## src/rtl/ff_seq_pkg.sv

```systemverilog
// Shared types and constants for the dual flip-flop access sequencer.
// Op-codes, FSM states and the latched access descriptor live here.
package ff_seq_pkg;

    typedef enum logic [2:0] {
        IDLE,
        SETUP,
        PULSE,
        HOLD,
        DONE
    } state_t;

    localparam logic [1:0] OP_LOAD = 2'b00;
    localparam logic [1:0] OP_SET  = 2'b01;
    localparam logic [1:0] OP_CLR  = 2'b10;
    localparam logic [1:0] OP_TOG  = 2'b11;

    localparam int PULSE_W_DEF = 2;

    // One access as captured at grant time.
    typedef struct packed {
        logic [1:0] op;
        logic       sel;
        logic       dat;
    } acc_t;

endpackage

```

## src/rtl/rr_arb2.sv

```systemverilog
// Two-requester round-robin arbiter with a one-hot combinational grant.
// Priority moves to the loser whenever an advance strobe accompanies a grant.
module rr_arb2 (
    input  logic       clk,
    input  logic       rst,
    input  logic       req_a,
    input  logic       req_b,
    input  logic       adv,
    output logic [1:0] gnt
);

    logic prio_b;

    always_comb begin
        gnt = 2'b00;
        if (req_a && (!req_b || !prio_b))
            gnt[0] = 1'b1;
        else if (req_b)
            gnt[1] = 1'b1;
    end

    always_ff @(posedge clk or posedge rst) begin
        if (rst)
            prio_b <= 1'b0;
        else if (adv && (gnt != 2'b00))
            prio_b <= gnt[0];
    end

endmodule

```

## src/rtl/ff_access_sequencer.sv

```systemverilog
// Sequences LOAD/SET/CLEAR/TOGGLE accesses from two requesters onto two external
// flip-flops, generating registered D, clock and async set/reset strobes.
module ff_access_sequencer
    import ff_seq_pkg::*;
#(
    parameter int PULSE_W = PULSE_W_DEF
) (
    input  logic       CP,
    input  logic       MR,
    input  logic       REQ_A,
    input  logic       REQ_B,
    input  logic [1:0] OP_A,
    input  logic [1:0] OP_B,
    input  logic       SEL_A,
    input  logic       SEL_B,
    input  logic       DAT_A,
    input  logic       DAT_B,
    output logic       GNT_A,
    output logic       GNT_B,
    output logic       DONE_A,
    output logic       DONE_B,
    output logic       RDATA,
    input  logic       Q1,
    input  logic       Q2,
    output logic       FCP1,
    output logic       FCP2,
    output logic       FD1,
    output logic       FD2,
    output logic       FSD1,
    output logic       FSD2,
    output logic       FRD1,
    output logic       FRD2
);

    localparam logic [3:0] CNT_INIT = 4'(PULSE_W - 1);

    state_t     state, state_d;
    acc_t       acc, acc_d, req_sel;
    logic       who, who_d;
    logic [3:0] cnt, cnt_d;
    logic [1:0] fcp, fcp_d, fd, fd_d, fsd_n, fsd_d, frd_n, frd_d;
    logic [1:0] gnt, gnt_d, done, done_d;
    logic       rdata, rdata_d;
    logic [1:0] q;
    logic [1:0] arb_gnt;
    logic       adv;

    assign q = {Q2, Q1};

    rr_arb2 u_arb (
        .clk   (CP),
        .rst   (MR),
        .req_a (REQ_A),
        .req_b (REQ_B),
        .adv   (adv),
        .gnt   (arb_gnt)
    );

    always_comb begin
        req_sel = arb_gnt[1] ? acc_t'{OP_B, SEL_B, DAT_B} : acc_t'{OP_A, SEL_A, DAT_A};
    end

    always_comb begin
        state_d = state;
        acc_d   = acc;
        who_d   = who;
        cnt_d   = cnt;
        fcp_d   = fcp;
        fd_d    = fd;
        fsd_d   = fsd_n;
        frd_d   = frd_n;
        gnt_d   = 2'b00;
        done_d  = 2'b00;
        rdata_d = rdata;
        adv     = 1'b0;
        case (state)
            IDLE: begin
                if (arb_gnt != 2'b00) begin
                    adv     = 1'b1;
                    acc_d   = req_sel;
                    who_d   = arb_gnt[1];
                    gnt_d   = arb_gnt;
                    state_d = SETUP;
                    // D is set up here so it is stable for the whole SETUP cycle.
                    if (req_sel.op == OP_LOAD)
                        fd_d[req_sel.sel] = req_sel.dat;
                    else if (req_sel.op == OP_TOG)
                        fd_d[req_sel.sel] = ~q[req_sel.sel];
                end
            end
            SETUP: begin
                state_d = PULSE;
                cnt_d   = CNT_INIT;
                case (acc.op)
                    OP_SET:  fsd_d[acc.sel] = 1'b0;
                    OP_CLR:  frd_d[acc.sel] = 1'b0;
                    default: fcp_d[acc.sel] = 1'b1;
                endcase
            end
            PULSE: begin
                if (cnt == 4'd0) begin
                    state_d = HOLD;
                    fcp_d   = 2'b00;
                    fsd_d   = 2'b11;
                    frd_d   = 2'b11;
                end else begin
                    cnt_d = cnt - 4'd1;
                end
            end
            HOLD: begin
                state_d      = DONE;
                done_d[who]  = 1'b1;
                rdata_d      = q[acc.sel];
            end
            DONE:    state_d = IDLE;
            default: state_d = IDLE;
        endcase
    end

    always_ff @(posedge CP or posedge MR) begin
        if (MR) begin
            state <= IDLE;
            acc   <= '0;
            who   <= 1'b0;
            cnt   <= 4'd0;
            fcp   <= 2'b00;
            fd    <= 2'b00;
            fsd_n <= 2'b11;
            frd_n <= 2'b11;
            gnt   <= 2'b00;
            done  <= 2'b00;
            rdata <= 1'b0;
        end else begin
            state <= state_d;
            acc   <= acc_d;
            who   <= who_d;
            cnt   <= cnt_d;
            fcp   <= fcp_d;
            fd    <= fd_d;
            fsd_n <= fsd_d;
            frd_n <= frd_d;
            gnt   <= gnt_d;
            done  <= done_d;
            rdata <= rdata_d;
        end
    end

    assign {GNT_B, GNT_A}   = gnt;
    assign {DONE_B, DONE_A} = done;
    assign RDATA            = rdata;
    assign {FCP2, FCP1}     = fcp;
    assign {FD2, FD1}       = fd;
    assign {FSD2, FSD1}     = fsd_n;
    assign {FRD2, FRD1}     = frd_n;

endmodule

```

## config.mk

```make
export PLATFORM = sky130hd
export DESIGN_NAME = ff_access_sequencer
export DESIGN_NICKNAME = d
export VERILOG_FILES = /design/src/rtl/ff_seq_pkg.sv /design/src/rtl/rr_arb2.sv /design/src/rtl/ff_access_sequencer.sv
export SDC_FILE = /design/constraint.sdc
export NUM_CORES = 1
export LEC_CHECK = 0
export BUFFER_PORTS_ARGS = -buffer_cell sky130_fd_sc_hd__buf_4
export CORE_MARGIN = 2
export CORE_UTILIZATION = 30
export CTS_BUF_LIST = sky130_fd_sc_hd__clkbuf_16
export DETAILED_ROUTE_END_ITERATION = 8
export GPL_ROUTABILITY_DRIVEN = 0
export SYNTH_ARGS = -nofsm -noshare
export SYNTH_HDL_FRONTEND = slang
export SYNTH_SLANG_ARGS = --single-unit
```

## constraint.sdc

```tcl
create_clock -name CP -period 2.48 [get_ports CP]
set_input_delay 0.372 -clock CP [delete_from_list [all_inputs] [get_ports CP]]
set_output_delay 0.372 -clock CP [all_outputs]
set_load 0.01 [all_outputs]
```

==> qor.txt <==
io pins = 27
first-pass GRT wire length = 3.939 mm
layout cells sized above 1 = 0.2583
multi-input logic area = 519.2 sq um
die area = 0.004614 sq mm
area share of and/or/nand/nor cells after synthesis = 0.1714
Worst-path clk slew = 60 ps
RSZ-0062 raised after global routing = false
WP data arrival = 2080 ps
Power, Total = 0.001904 W
f_max = 524.9 MHz
area leader, netlist = dfrtp_1
worst skew pair latency = 250 ps
crit path launch = u_arb.prio_b
status = completed
CTS Hold Bufs = 0
post-CTS setup buffer count = 0
Reg2Reg Launch Point = u_arb.prio_b
Sum Neg Setup Slack = 0 ps
reg2reg setup slack = 580 ps
mean number of vias per cell = 4.741
most frequent cells in the layout = buf_4 (26), dfrtp_1 (21), nor2_1 (15)
pin count of the biggest net entering global routing = 26
# port buffers = 26
Final Max Tran Viols = 0
Post-Route Utilization = 0.3866
GRT overflow = 0
top post-synthesis cells by area = dfrtp_1 (43%), dfstp_2 (8.6%), mux2i_1 (4.9%), nor2_1 (4.6%), ha_1 (4.1%)
antenna viol nets, final = 0
detailed placement HPWL = 1.824 mm
Setup crit end = fd[1]
Post-Synthesis Cell Area = 0.001226 sq mm
H-tree Lvls = 1
Hold Path Class = primary input to asynchronous set/reset pin
Crit. End Element = flop
Total Wirelength = 2.373 mm
R2R depth = 7
max_cap viols = 0
Post-CTS Resized = 0
CTS tree = built
n_diodes = 0
sequential area share after synthesis = 0.5143
Residual DRC = 0
worst path required time = 2660 ps
Compound-Gate Fraction of Synth Area = 0.1480
most common cell after layout, fill and taps aside = buf_4
Core ar. = 0.003971 sq mm
clock period minus worst slack = 1905 ps
Layout Skew = 2.427 ps
starting density of the core = 0.3088
Yosys reg bits = 25
Synth top area share = 0.4286
Nets = 170
Yosys cell types = 33
Lkg Pwr = 0.7549 nW
post-synthesis mux area share = 0.04898
# placed instances = 197
Tot GR Track Use = 0.1121
P&R area growth vs syn = 25.20%
row cnt = 23
Critical Path Source Type = flop
Die W = 67.93 um
power density over cell area = 1240 mW/mm^2
clock root cell = clkbuf_16
syn nets = 142
post-synthesis xor/xnor area fraction = 0.01429
mean area per synthesized cell = 9.889 sq um
WL per Instance = 11.81 um
Critical R2R Capture = fd[1]
Tightest Pin Transition = 915.7 ps
maximum vdd drop = 477.1 uV
Syn Inst Count = 124
Setup Viol. Count Final = 0
non-filler cells in the finished layout = 201
DR iter-0 viols = 20
DRT Pass-1 Iters = 4
final hold vios = 0
largest family of logic cells by synthesized area = simple AND/OR/NAND/NOR gates
initial antenna violation count = 0
detailed-route via count = 953
Crit Path Category = flop to flop
Crit Path Max Fanout = 5
Register Area = 630.6 sq um
Longest Clk Path Bufs = 2
post-synthesis adder-cell area fraction = 0.04082
crit share post-route = 0.7681
Relative slew margins = 0.3889
vias in the first global route = 893
Synthesis Warnings = 0
CTS Buf Count = 3
height of the die = 67.93 um
FILL cells = 408
CTS Sinks = 25
==> metrics by stage <==
stage               area [sq um]  worst slack (ps)  hold slack (ps)
detailed placement          1456             597.7            441.5
finish                      1535             575.0            321.2
floorplan                   1226             720.4            396.4
CTS                         1535             571.2            345.0
global route                1535             406.4            356.2
global placement            1456             647.4            439.0
==> report_power, final <==
group,internal [W],switching [W]
combinational,0.000367,0.000394
sequential,0.000618,0.000179
clock,0.000215,0.000131
==> routing by layer <==
| metal | global-route usage | routed length, um | vias up |
|---|---|---|---|
| li1 | - | - | 477 |
| met1 | 0.1448 | 1103 | 449 |
| met2 | 0.1905 | 1142 | 25 |
| met3 | 0.02303 | 118 | 2 |
| met4 | 0.03000 | 8 | 0 |
| met5 | 0 | 0 | - |
==> synth_stat cells, drive strengths merged <==
| master | count |
|---|---|
| o22ai | 2 |
| nand2b | 3 |
| or3 | 1 |
| and3 | 1 |
| a21oi | 8 |
| inv | 13 |
| nor2 | 15 |
| dfstp | 4 |
| nand3 | 3 |
| nand3b | 1 |
| ha | 4 |
| xnor2 | 1 |
| nor2b | 1 |
| xor2 | 1 |
| dfrtp | 21 |
| o211ai | 1 |
| nor4 | 1 |
| a21boi | 2 |
| a21o | 2 |
| nand2 | 7 |
| nor3b | 1 |
| a31oi | 3 |
| mux2i | 6 |
| nor3 | 5 |
| buf | 3 |
| o21ai | 11 |
| and2 | 1 |
| o2111ai | 1 |
| or2 | 1 |
==> logic make-up after synthesis <==
group,Yosys count
flip-flops,25
multiplexers,6
adder cells (fa/ha/maj),4
AND/OR/NAND/NOR,41
XOR/XNOR,2
buffers and inverters,16
AO/OA/AOI/OAI,30
==> flip-flops by register name, summed over array words and instances, names as in the netlist <==
signal / cells
who: 1
RDATA: 1
cnt: 4
fd: 2
acc: 3
frd_n: 2
u_arb.prio_b: 1
done: 2
fsd_n: 2
fcp: 2
state: 3
gnt: 2
==> critical path, cell delays in order, from the launching register on <==
cell and delay [ps]:
dfrtp_1 420, nand2b_1 190, nand2_1 150, mux2i_1 250, ha_1 270, nor3_2 190, a21boi_2 190, mux2i_1 180
==> how the worst min path moves through the flow <==
stage	startpoint	end	slack, ps	cells past startpoint
after floorplan	MR	RDATA	400	1
after global placement	who	done[0]	440	1
after detailed placement	who	done[0]	440	1
after CTS	REQ_B	gnt[0]	350	2
after global routing	REQ_B	gnt[0]	360	2
final	MR	u_arb.prio_b	320	2
==> cell type report <==
cell class	instances	share of cell area
flip-flops and latches	25	0.4108
multi-input cells	83	0.3382
repair buffers	26	0.1271
clock buffers	3	0.04890
well taps	50	0.04075
inverters	13	0.03178
clock inverters	1	0.002445
Note: power is estimated with default switching activity, not from simulation.
